**src/rtl/led_seq_if.sv**
```systemverilog
// Command handshake and LED output bundle for led_seq_ctrl.
// The master side issues commands; the slave side drives the LED bank.
interface led_seq_if #(
  parameter int LED_W = 8
);
  logic             cmd_valid;
  logic             cmd_ready;
  logic [1:0]       cmd_mode;
  logic [15:0]      cmd_period;
  logic [LED_W-1:0] led;
  logic             step_tick;
  logic             busy;

  modport master (
    output cmd_valid, cmd_mode, cmd_period,
    input  cmd_ready, led, step_tick, busy
  );

  modport slave (
    input  cmd_valid, cmd_mode, cmd_period,
    output cmd_ready, led, step_tick, busy
  );
endinterface

```
**src/rtl/led_seq_ctrl.sv**
```systemverilog
// Commanded chase/bounce/blink sequencer for the LED bank; commands apply on step boundaries.
// Defining LED_SEQ_PAUSE_EN adds a pause input that freezes the step timing.
module led_seq_ctrl #(
  parameter int CLK_HZ  = 50_000_000,
  parameter int STEP_MS = 500,
  parameter int LED_W   = 8
) (
  input  logic clk,
  input  logic rst,
`ifdef LED_SEQ_PAUSE_EN
  input  logic pause,
`endif
  led_seq_if.slave bus
);
  localparam int PRESC_N = CLK_HZ / 1000;
  localparam int PRESC_W = (PRESC_N > 1) ? $clog2(PRESC_N) : 1;
  localparam logic [PRESC_W-1:0] PRESC_LAST = PRESC_W'(PRESC_N - 1);

  typedef enum logic [1:0] {IDLE, RUN, PENDING} state_e;
  typedef enum logic [1:0] {M_STOP, M_CHASE, M_BOUNCE, M_BLINK} mode_e;

  state_e             state, state_nx;
  mode_e              mode, mode_nx, pend_mode, pend_mode_nx, cmd_mode_e;
  logic [15:0]        period, period_nx, pend_period, pend_period_nx, cmd_eff;
  logic [15:0]        step_cnt, step_nx;
  logic [PRESC_W-1:0] presc, presc_nx;
  logic [LED_W-1:0]   led_q, led_nx;
  logic               dir_up, dir_nx, tick_q, tick_nx, busy_q;
  logic               run_en, ms_tick, step_edge, accept, ready_c;

  function automatic logic [LED_W-1:0] pat_init(input mode_e m);
    return (m == M_BLINK) ? {LED_W{1'b1}} : LED_W'(1);
  endfunction

`ifdef LED_SEQ_PAUSE_EN
  assign run_en = (state != IDLE) && !pause;
`else
  assign run_en = (state != IDLE);
`endif

  assign ready_c    = (state != PENDING);
  assign accept     = bus.cmd_valid && ready_c;
  assign cmd_mode_e = mode_e'(bus.cmd_mode);
  assign cmd_eff    = (bus.cmd_period == 16'd0) ? 16'(STEP_MS) : bus.cmd_period;
  assign ms_tick    = run_en && (presc == PRESC_LAST);
  assign step_edge  = ms_tick && (step_cnt == period - 16'd1);

  always_comb begin
    state_nx       = state;
    mode_nx        = mode;
    period_nx      = period;
    pend_mode_nx   = pend_mode;
    pend_period_nx = pend_period;
    step_nx        = step_cnt;
    presc_nx       = presc;
    led_nx         = led_q;
    dir_nx         = dir_up;
    tick_nx        = 1'b0;

    if (run_en) begin
      if (step_edge) begin
        presc_nx = '0;
        step_nx  = '0;
        tick_nx  = 1'b1;
      end else if (ms_tick) begin
        presc_nx = '0;
        step_nx  = step_cnt + 16'd1;
      end else begin
        presc_nx = presc + PRESC_W'(1);
      end
    end

    unique case (state)
      IDLE: begin
        if (accept) begin
          if (cmd_mode_e == M_STOP) begin
            led_nx = '0;
          end else begin
            state_nx  = RUN;
            mode_nx   = cmd_mode_e;
            period_nx = cmd_eff;
            led_nx    = pat_init(cmd_mode_e);
            dir_nx    = 1'b1;
            presc_nx  = '0;
            step_nx   = '0;
          end
        end
      end
      RUN: begin
        if (step_edge) begin
          unique case (mode)
            M_CHASE: led_nx = {led_q[LED_W-2:0], led_q[LED_W-1]};
            M_BOUNCE: begin
              // direction flips on the step that lands on an end, so ends never repeat
              if (dir_up) begin
                led_nx = led_q << 1;
                dir_nx = !led_nx[LED_W-1];
              end else begin
                led_nx = led_q >> 1;
                dir_nx = led_nx[0];
              end
            end
            M_BLINK: led_nx = ~led_q;
            default: led_nx = led_q;
          endcase
        end
        if (accept) begin
          pend_mode_nx   = cmd_mode_e;
          pend_period_nx = cmd_eff;
          state_nx       = PENDING;
        end
      end
      PENDING: begin
        if (step_edge) begin
          if (pend_mode == M_STOP) begin
            led_nx   = '0;
            mode_nx  = M_STOP;
            state_nx = IDLE;
          end else begin
            mode_nx   = pend_mode;
            period_nx = pend_period;
            led_nx    = pat_init(pend_mode);
            dir_nx    = 1'b1;
            state_nx  = RUN;
          end
        end
      end
      default: state_nx = IDLE;
    endcase
  end

  always_ff @(posedge clk or posedge rst) begin
    if (rst) begin
      state       <= IDLE;
      mode        <= M_STOP;
      period      <= '0;
      pend_mode   <= M_STOP;
      pend_period <= '0;
      step_cnt    <= '0;
      presc       <= '0;
      led_q       <= '0;
      dir_up      <= 1'b1;
      tick_q      <= 1'b0;
      busy_q      <= 1'b0;
    end else begin
      state       <= state_nx;
      mode        <= mode_nx;
      period      <= period_nx;
      pend_mode   <= pend_mode_nx;
      pend_period <= pend_period_nx;
      step_cnt    <= step_nx;
      presc       <= presc_nx;
      led_q       <= led_nx;
      dir_up      <= dir_nx;
      tick_q      <= tick_nx;
      busy_q      <= (state_nx != IDLE);
    end
  end

  assign bus.cmd_ready = ready_c;
  assign bus.led       = led_q;
  assign bus.step_tick = tick_q;
  assign bus.busy      = busy_q;
endmodule

```
**src/flat_wrapper.sv**
```systemverilog
// flat-port wrapper written by rule: the top's interface ports become plain ports
module led_seq_ctrl_flat 
#(
  parameter int CLK_HZ  = 50_000_000,
  parameter int STEP_MS = 500,
  parameter int LED_W   = 8
)
  (clk, rst, bus_cmd_valid, bus_cmd_mode, bus_cmd_period, bus_cmd_ready, bus_led, bus_step_tick, bus_busy);
  led_seq_if #(.LED_W(LED_W)) bus_i ();
  input  logic clk;
  input  logic rst;
  input wire logic [$bits(bus_i.cmd_valid)-1:0] bus_cmd_valid;
  input wire logic [$bits(bus_i.cmd_mode)-1:0] bus_cmd_mode;
  input wire logic [$bits(bus_i.cmd_period)-1:0] bus_cmd_period;
  output wire logic [$bits(bus_i.cmd_ready)-1:0] bus_cmd_ready;
  output wire logic [$bits(bus_i.led)-1:0] bus_led;
  output wire logic [$bits(bus_i.step_tick)-1:0] bus_step_tick;
  output wire logic [$bits(bus_i.busy)-1:0] bus_busy;
  assign bus_i.cmd_valid = bus_cmd_valid;
  assign bus_i.cmd_mode = bus_cmd_mode;
  assign bus_i.cmd_period = bus_cmd_period;
  assign bus_cmd_ready = bus_i.cmd_ready;
  assign bus_led = bus_i.led;
  assign bus_step_tick = bus_i.step_tick;
  assign bus_busy = bus_i.busy;
  led_seq_ctrl #(.CLK_HZ(CLK_HZ), .STEP_MS(STEP_MS), .LED_W(LED_W)) u_core (.clk(clk), .rst(rst), .bus(bus_i));
endmodule
```
**config.mk**
```make
export PLATFORM = sky130hd
export DESIGN_NAME = led_seq_ctrl_flat
export DESIGN_NICKNAME = d
export VERILOG_FILES = /design/src/rtl/led_seq_if.sv /design/src/rtl/led_seq_ctrl.sv /design/src/flat_wrapper.sv
export SDC_FILE = /design/constraint.sdc
export NUM_CORES = 1
export LEC_CHECK = 0
export CORE_MARGIN = 2
export CORE_UTILIZATION = 34
export DETAILED_ROUTE_END_ITERATION = 6
export GPL_TIMING_DRIVEN = 0
export SLEW_MARGIN = 0
export SYNTH_ARGS = -nofsm -noshare
export SYNTH_HDL_FRONTEND = slang
export SYNTH_SLANG_ARGS = --single-unit
```
**constraint.sdc**
```tcl
create_clock -name clk -period 2.8 [get_ports clk]
set_input_delay 0.42 -clock clk [delete_from_list [all_inputs] [get_ports clk]]
set_output_delay 0.42 -clock clk [all_outputs]
set_load 0.03 [all_outputs]
```
==> results.yml <==
place:
  dpl.hpwl_um: 8550
  port_buffers: 31
  placed_cells: 720
  place_congestion: 0.818
sta:
  worstMarginPinSlew_ns: 0.718
  slew_viol_final: 0
  fin_skew_ns: 0.00543
  rsz0062_at_grt: "true"
  finalHoldViolCount: 0
  worst_slack_ns: -0.255
  finalCritPeriodShare: 1.09
  finalSetupViolations: 53
  relSlewSlack: 0.521
  max_clock_freq_ghz: 0.327
  min_period_ns: 3.06
power_and_ir_drop:
  p_leak_nw: 2.88
  finalPower_mw: 2.46
  peakVddDrop_mv: 0.345
  p_per_area_nw_per_um2: 383
cells_and_area:
  nNetsFinal: 611
  fin_cells: 772
  final_cell_mix: "76 x dfrtp_1, 40 x nand2_1, 38 x nor2_1"
  mostFrequentLayoutCell: "dfrtp_1"
  antennaDiodeCount: 0
  drive_above_1_share: 0.250
  syn2layout_area_growth_pct: 29.1
global_route:
  grt-busiest-layer: "met2"
  grt-ovfl-total: 0
  use_met1: 0.211
  grt_max_degree: 45
  grt_pass1_wl_um: 20100
  antenna_found_initial: 0
  grtUsageMet3: 0.0312
  grt_pass1_vias: 3945
  grt.met2_usage: 0.260
  grt_usage: 0.160
yosys:
  synth_compound_area_frac: 0.132
  synth_flop_cell: "dfrtp_1"
  netlist_area_sq_um: 4970
  ys_seq_area_frac: 0.408
  synthSimpleGateAreaFrac: 0.204
  yosys_warnings: 0
  ys_ff_latch: 81
  synth.largest_area_cell: "dfrtp_1"
  synth_top_family_by_area: "simple AND/OR/NAND/NOR gates"
  synth_xor_area_frac: 0.0705
  synth_mux_area_frac: 0.133
  synth_edf_count: 0
  synth_nets: 532
  synthTopCellsByArea: "dfrtp_1 40%, mux2_2 4.5%, mux2_4 4.2%"
  yosys.area_share.adder: 0.0176
  syn_inst: 504
  ys_async_sr_fraction: 1.00
  yosys.area.top_type_share: 0.403
  synth.distinct_cells: 68
  avgSynthCellArea_sq_um: 9.87
die:
  core_sq_um: 14400
  die_y_um: 125
  rows: 44
  ios: 32
  die-width_um: 125
  start_util: 0.345
  die_area_sq_um: 15600
clock_network:
  clockBufferDepth: 2
  clockRootBuffer: "clkbuf_16"
  path_clk_slew_ns: 0.06
  clock_latency_ns: 0.36
  htreeDepth: 3
  tritoncts: "yes"
  clock-sinks: 81
  cts_hold_buf: 0
  numCtsBuffers: 9
outcome:
  violations: "negative setup slack"
  status: "complete, but fails checks"
setup_path:
  worst_setup_path_start_kind: "register"
  cp.required_ns: 3.04
  crit_fanout: 8
  crit_type: "reg2reg"
  crit_arrival_ns: 3.29
  worstSetupEndpointType: "register"
routing:
  vias_per_cell: 5.37
  drtPass1Iterations: 4
  ant_nets: 0
  drc: 0
  wire_per_inst_um: 16.4
  routed_wl_um: 12700
  drt_iter0_drc: 215
  vias: 4146
worst_hold_path:
  hp-class: "in2async"
flow_run:
  drv_cap: 0
## worst paths after layout
| kind | startpoint | endpoint | slack (ns) | cells after the start |
|---|---|---|---|---|
| hold reg to reg | u_core.pend_period[8] | u_core.pend_period[8] | 0.49 | 2 |
| min in group clk | u_core.pend_period[8] | u_core.pend_period[8] | 0.49 | 2 |
| setup / recovery | u_core.period[4] | u_core.bus.led[7] | -0.26 | 10 |
| max in group asynchronous | rst | u_core.dir_up | 1.65 | 3 |
| setup reg to reg | u_core.period[4] | u_core.bus.led[7] | -0.26 | 10 |
| hold / removal | rst | u_core.presc[10] | 0.47 | 2 |
## final cells by class
class | count | area, sq um
Buffer | 24 | 118
Clock buffer | 12 | 246
Clock inverter | 4 | 52.6
Fill cell | 1373 | 8000
Inverter | 15 | 58.8
Multi-Input combinational cell | 382 | 3000
Sequential cell | 81 | 2030
Tap cell | 184 | 230
Timing Repair Buffer | 70 | 683
## Yosys cell counts (2+ instances only)
library cell   n
and4_1         4
a311oi_1       3
a31oi_1       10
dfrtp_1       80
nand3b_1       3
nor4bb_1       2
nor4_1         8
mux2_1         6
o21ai_0       17
or3_1          3
nor3b_1        2
nor2b_1        4
xor2_1        21
clkbuf_1      20
ha_1           7
nor2_1        38
nand4_1        4
buf_1          3
a21o_1         2
and3_1        10
or4_1          2
nor3_1        18
inv_1         15
nand3_1       24
xnor2_1       19
o221ai_1       6
mux2_2        20
a211oi_1       3
a22o_1         4
mux2_4        14
buf_6          2
nor4b_1        2
o31ai_1        2
a21oi_1       22
nor4_4         2
o21ai_1        5
mux2i_1       16
and2_1         3
nand2b_1       5
and4b_1        3
nand2_1       41
o211ai_1       3
## stage by stage
stage                     setup slack [ns]  TNS [ns]   util  hold slack (ns)  instance area, sq um
after CTS                           -0.234     -7.27  0.428            0.486                  6170
after detailed placement            -0.555    -21.60  0.386            0.470                  5560
final                               -0.255     -8.98  0.445            0.472                  6420
after global routing                -0.364    -15.78  0.445            0.523                  6420
after global placement               -1.12   -108.19  0.384            0.463                  5540
after floorplan                     -0.154     -2.30      -            0.450                  5000
## kinds of logic (layout without fill, tap and decap cells)
family                     Yosys count  after routing
xor gates and xnor gates            40             40
muxes                               56             56
and+or+nand+nor                    185            185
buffers and inverters               41            125
DFF                                 81             81
adders and majority gates            7              7
AOI/OAI and AO/OA                   94             94
## flip-flops by register name, summed over array words and instances, names as in the netlist
name and count:
u_core.pend_period 16, u_core.period 16, u_core.presc 16, u_core.step_cnt 16, u_core.bus.led 8, u_core.mode 2, u_core.pend_mode 2, u_core.state 2
u_core.bus.busy 1, u_core.bus.step_tick 1, u_core.dir_up 1
## layer usage
layer | vias up | part of all wire
li1 | 1995 | -
met1 | 2057 | 0.44
met2 | 77 | 0.49
met3 | 17 | 0.042
met4 | 0 | 0.021
met5 | - | 0
## worst max-delay path, cell delays in order (launching register included)
cell and delay, ns:
dfrtp_1 0.39, buf_6 0.13, or4_4 0.48, or4_4 0.51
a211oi_4 0.22, buf_4 0.15, o2bb2ai_4 0.06, a211oi_4 0.29
a21o_1 0.21, a22oi_4 0.15, mux2_4 0.34
## report_power, final
part | internal, mW | switching [mW] | total [mW]
logic | 0.0333 | 0.0467 | 0.0800
registers | 1.17 | 0.00150 | 1.17
clock network | 0.717 | 0.490 | 1.21
total | 1.92 | 0.538 | 2.46
## what timing repair did
item,in CTS,in global routing
hold endpoints to repair,0,0
pin swaps,14,17
gates resized for setup,25,38
setup buffers,21,15
cloned,1,1
setup endpoints to repair,56,55
Note: power is estimated with default switching activity, not from simulation.
